--- src/rtl/eth_tx_framer.sv ---
// Ethernet MAC transmit framer: preamble/SFD insertion, inline CRC-32 FCS, inter-frame gap.
// Define ETH_TX_PAD_EN to zero-pad short frames up to MIN_DATA_LEN bytes before the FCS.
module eth_tx_framer #(
  parameter int unsigned PREAMBLE_LEN = 7,
  parameter int unsigned MIN_DATA_LEN = 60,
  parameter int unsigned IFG_LEN      = 12
) (
  input  logic       clk,
  input  logic       rst,
  input  logic [7:0] s_data,
  input  logic       s_valid,
  input  logic       s_last,
  output logic       s_ready,
  output logic [7:0] txd,
  output logic       tx_en,
  output logic       tx_er,
  output logic       tx_busy
);

`ifdef ETH_TX_PAD_EN
  typedef enum logic [2:0] {StIdle, StPre, StSfd, StData, StPad, StFcs, StIfg} state_e;
  localparam bit PadEn = 1'b1;
  // A short frame continues into padding only when padding is built in.
  localparam state_e StShort = StPad;
`else
  typedef enum logic [2:0] {StIdle, StPre, StSfd, StData, StFcs, StIfg} state_e;
  localparam bit PadEn = 1'b0;
  localparam state_e StShort = StFcs;
`endif

  state_e      state_q;
  logic [31:0] crc_q;
  logic [31:0] crc_data;
  logic [31:0] fcs_word;
  logic [7:0]  fcs_byte;
  logic [15:0] byte_cnt_q;
  logic [15:0] byte_cnt_inc;
  logic [16:0] cnt_inc;
  logic [3:0]  pre_cnt_q;
  logic [15:0] ifg_cnt_q;
  logic [1:0]  fcs_idx_q;
  logic        need_pad;
`ifdef ETH_TX_PAD_EN
  logic [31:0] crc_pad;
`endif

  // MSB-first CRC-32 register fed with data bits LSB first, one byte per call.
  function automatic logic [31:0] crc_byte(input logic [31:0] crc, input logic [7:0] d);
    logic [31:0] c;
    c = crc;
    for (int i = 0; i < 8; i++) begin
      if (c[31] ^ d[i]) c = {c[30:0], 1'b0} ^ 32'h04C1_1DB7;
      else              c = {c[30:0], 1'b0};
    end
    return c;
  endfunction

  always_comb begin
    crc_data     = crc_byte(crc_q, s_data);
    cnt_inc      = {1'b0, byte_cnt_q} + 17'd1;
    byte_cnt_inc = cnt_inc[16] ? 16'hFFFF : cnt_inc[15:0];
    need_pad     = PadEn && (cnt_inc < 17'(MIN_DATA_LEN));
    for (int i = 0; i < 32; i++) begin
      fcs_word[i] = ~crc_q[31-i];
    end
    fcs_byte = fcs_word[{fcs_idx_q, 3'b000} +: 8];
  end

`ifdef ETH_TX_PAD_EN
  always_comb begin
    crc_pad = crc_byte(crc_q, 8'h00);
  end
`endif

  assign s_ready = (state_q == StData);
  assign tx_busy = (state_q != StIdle);

  always_ff @(posedge clk or posedge rst) begin
    if (rst) begin
      state_q    <= StIdle;
      txd        <= 8'h00;
      tx_en      <= 1'b0;
      tx_er      <= 1'b0;
      crc_q      <= 32'hFFFF_FFFF;
      byte_cnt_q <= 16'd0;
      pre_cnt_q  <= 4'd0;
      ifg_cnt_q  <= 16'd0;
      fcs_idx_q  <= 2'd0;
    end else begin
      tx_er <= 1'b0;
      unique case (state_q)
        StIdle: begin
          txd       <= 8'h00;
          tx_en     <= 1'b0;
          pre_cnt_q <= 4'd0;
          if (s_valid) state_q <= StPre;
        end
        StPre: begin
          txd   <= 8'h55;
          tx_en <= 1'b1;
          if (pre_cnt_q == 4'(PREAMBLE_LEN - 1)) state_q <= StSfd;
          else                                   pre_cnt_q <= pre_cnt_q + 4'd1;
        end
        StSfd: begin
          txd        <= 8'hD5;
          tx_en      <= 1'b1;
          crc_q      <= 32'hFFFF_FFFF;
          byte_cnt_q <= 16'd0;
          fcs_idx_q  <= 2'd0;
          ifg_cnt_q  <= 16'd0;
          state_q    <= StData;
        end
        StData: begin
          tx_en <= 1'b1;
          if (s_valid) begin
            txd        <= s_data;
            crc_q      <= crc_data;
            byte_cnt_q <= byte_cnt_inc;
            if (s_last) state_q <= need_pad ? StShort : StFcs;
          end else begin
            // Underrun: mark the frame bad and abandon it without an FCS.
            txd     <= 8'h00;
            tx_er   <= 1'b1;
            state_q <= StIfg;
          end
        end
`ifdef ETH_TX_PAD_EN
        StPad: begin
          txd        <= 8'h00;
          tx_en      <= 1'b1;
          crc_q      <= crc_pad;
          byte_cnt_q <= byte_cnt_inc;
          if (!need_pad) state_q <= StFcs;
        end
`endif
        StFcs: begin
          txd   <= fcs_byte;
          tx_en <= 1'b1;
          if (fcs_idx_q == 2'd3) state_q <= StIfg;
          else                   fcs_idx_q <= fcs_idx_q + 2'd1;
        end
        StIfg: begin
          txd   <= 8'h00;
          tx_en <= 1'b0;
          if (ifg_cnt_q == 16'(IFG_LEN - 1)) state_q <= StIdle;
          else                               ifg_cnt_q <= ifg_cnt_q + 16'd1;
        end
        default: state_q <= StIdle;
      endcase
    end
  end

endmodule

--- config.mk ---
export PLATFORM = sky130hd
export DESIGN_NAME = eth_tx_framer
export DESIGN_NICKNAME = d
export VERILOG_FILES = /design/src/rtl/eth_tx_framer.sv
export SDC_FILE = /design/constraint.sdc
export NUM_CORES = 1
export LEC_CHECK = 0
export ABC_AREA = 0
export BUFFER_PORTS_ARGS = -buffer_cell sky130_fd_sc_hd__buf_2
export CAP_MARGIN = 20
export CORE_MARGIN = 2
export CORE_UTILIZATION = 60
export CTS_CLUSTER_SIZE = 25
export DETAILED_ROUTE_END_ITERATION = 8
export PLACE_DENSITY_LB_ADDON = 0.12
export SYNTH_ARGS = -nofsm -noshare
export SYNTH_HDL_FRONTEND = slang
export SYNTH_SLANG_ARGS = --single-unit
--- constraint.sdc ---
create_clock -name clk -period 5.1 [get_ports clk]
set_input_delay 0.51 -clock clk [delete_from_list [all_inputs] [get_ports clk]]
set_output_delay 0.51 -clock clk [all_outputs]
set_load 0.05 [all_outputs]
==> out/qor.yml <==
grt_pass1_vias: 2828
cts_root_buf: "clkbuf_8"
placementRows: 29
p_leak_nw: 1.73
syn-num-nets: 404
drive_gt1_frac: 0.216
area_delta_synth_final_pct: 7.12
fin_nets: 418
place_inst: 468
finalHoldViolCount: 0
dp.final_hpwl_mm: 5.64
synth_cells: 388
path_class: "reg -> reg"
synthTopCellsByArea: "dfrtp_1 (22%), dfstp_2 (21%), xnor2_1 (9.2%)"
wl_mm: 8.37
fin_util: 0.669
die_width_um: 85.5
yosysMostFrequentCell: "xnor2_1"
crit_path_top_delay_cell: "dfrtp_1"
setup_viol: 0
ir_drop_v: 0.000478
synth_edf_count: 0
outcome: "finished clean"
clkSinkCount: 67
hp-class: "in -> async"
cts_buffers: 9
routedWlPerCell_um: 17.3
die_area_sq_um: 7310
gp_congestion: 0.851
first_iter_violations: 153
cap_violations: 0
htreeDepth: 3
postSynthAreaPerCell_sq_um: 10.3
synthMuxAreaShare: 0.0521
rsz0062_at_grt: "no"
synthDistinctLibCells: 40
fmax_mhz: 405
synth.top_cell.area_share: 0.220
period_needed_ps: 2470
antenna_found_initial: 0
postCtsHoldBufs: 0
ys.flop_type: "dfrtp_1"
grt_max_degree: 68
critPathMaxFanout: 21
dr_total_vias: 2896
tightest_slew_ps: 916
insertion_delay_ps: 340
cts_buffer_depth: 2
io_buffers: 23
initial_core_util: 0.624
path_buf_inv: 0
cpPeakStageDelay_ps: 790
cts_resized: 0
hold_slack_ps: 430
ys_seq_area_frac: 0.430
skew_ps: 8.68
synth-xor-area-share: 0.222
ys_seq_elements: 67
ys_warn_count: 0
io-pin-count: 24
core_sq_um: 6390
synth_adder_area_share: 0.0126
setup_tns_ps: 0
layout.cells.non_filler: 484
track_usage: 0.253
slew_headroom: 0.389
crit_required_ps: 5330
ant_nets: 0
synth_top_family_by_area: "XOR/XNOR gates"
antenna_cells: 0
clk_transition_reported_paths_ps: 70
drv_slew: 0
die_y_um: 85.5
viasPerCell: 5.98
synthesis.area_sq_um: 3990
worstSetupEndpointType: "register"
cts_tree: "built"
worstPathArrival_ps: 2700
grt_first_pass_wirelength_mm: 14.4
power_density_nw_per_um2: 783
cp_top_family: "simple AND/OR/NAND/NOR gates"
ys_async_sr_fraction: 1.00
grt_overflow: 0
yosys.area.top_type: "dfrtp_1"
synth_compound_area_frac: 0.107
cts_setup_buffers: 0
synth_commonest_cells: "xnor2_1 (42), a21oi_1 (38), dfrtp_1 (35)"
path_cells: "nor2b_1, and4_1, nand2_1, o21a_1, o21a_1"
drt_first_pass_iters: 4
critPathMostFrequentCell: "o21a_1"
post-route-period-util: 0.484
drc_errors: 0
yosys.area_share.simple: 0.142
startpoint_type: "register"
==> sequential cells by signal, indices dropped and copies added, names as in the netlist <==
| signal | flops |
|---|---|
| pre_cnt_q | 4 |
| ifg_cnt_q | 16 |
| txd | 8 |
| crc_q | 32 |
| tx_en | 1 |
| fcs_idx_q | 2 |
| tx_er | 1 |
| state_q | 3 |
==> layout make-up <==
class / count / area, sq um
clock buffers: 13 / 139
clock inverters: 3 / 15.0
fillers: 482 / 2110
inverters: 9 / 33.8
multi-input cells: 290 / 2140
flip-flops and latches: 67 / 1720
well taps: 77 / 96.3
repair buffers: 25 / 130
==> report_power, final <==
group | internal [mW] | leakage (nW) | switching [mW]
registers | 0.805 | 0.800 | 0.244
clock network | 0.175 | 0.0812 | 0.195
logic | 0.900 | 0.847 | 1.03
total | 1.88 | 1.73 | 1.47
==> cell usage in the layout (no fill, tap or decap), types with 2 or more instances in the layout <==
cell type	instances
xnor2_2	5
mux4_1	2
and3_1	3
a2bb2oi_1	2
buf_2	23
clkinv_2	3
clkbuf_1	4
xnor2_4	2
dfstp_2	32
nand4_1	8
dfrtp_1	35
a21oi_1	38
nor2_1	22
o22a_1	2
nand2b_1	5
nor3_1	28
xnor2_1	42
o21ai_0	27
ha_1	4
nor4b_1	2
clkbuf_8	9
nor2b_1	3
mux2i_1	2
mux4_2	6
and4_1	2
o21a_1	2
nor4_1	3
nand2_1	17
a32oi_1	4
buf_4	2
inv_1	8
xor2_1	32
nand3_1	17
==> routing by layer <==
layer | vias to the layer above | part of all wire | GRT usage
met4 | 0 | 0.020 | 0.0952
met2 | 53 | 0.48 | 0.401
li1 | 1392 | - | -
met1 | 1437 | 0.47 | 0.356
met3 | 14 | 0.030 | 0.0385
met5 | - | 0 | 0
==> cell families after synthesis <==
group,Yosys count
flip-flops,67
multiplexers,10
XOR/XNOR,85
AO/OA/AOI/OAI,77
buffers and inverters,31
AND/OR/NAND/NOR,114
adder cells (fa/ha/maj),4
==> final timing paths <==
| path | slack [ps] | from | to | cells after the start |
|---|---|---|---|---|
| setup / recovery | 2630 | state_q[2] | ifg_cnt_q[15] | 5 |
| hold / removal | 430 | rst | fcs_idx_q[0] | 3 |
| setup reg to reg | 2630 | state_q[2] | ifg_cnt_q[15] | 5 |
| hold reg to reg | 520 | ifg_cnt_q[1] | ifg_cnt_q[1] | 2 |
| max in group asynchronous | 4140 | rst | tx_er | 3 |
| min in group clk | 430 | s_data[7] | txd[7] | 3 |
==> metrics by stage <==
stage / setup WS, ps / power, mW / area [sq um]
4_1_cts: 2650 / 3.36 / 4270
2_1_floorplan: 2960 / 2.62 / 3990
3_5_place_dp: 2690 / 2.97 / 4120
3_3_place_gp: 2720 / 2.93 / 4120
6_report: 2630 / 3.35 / 4270
5_1_grt: 2480 / 3.60 / 4270
==> worst reg2reg max path, cell delays in order (launching register included) <==
cell     delay [ps]
dfrtp_1         790
nor2b_1         610
and4_1          450
nand2_1         120
o21a_1          220
o21a_1          170
(Power assumes the default switching activity.)
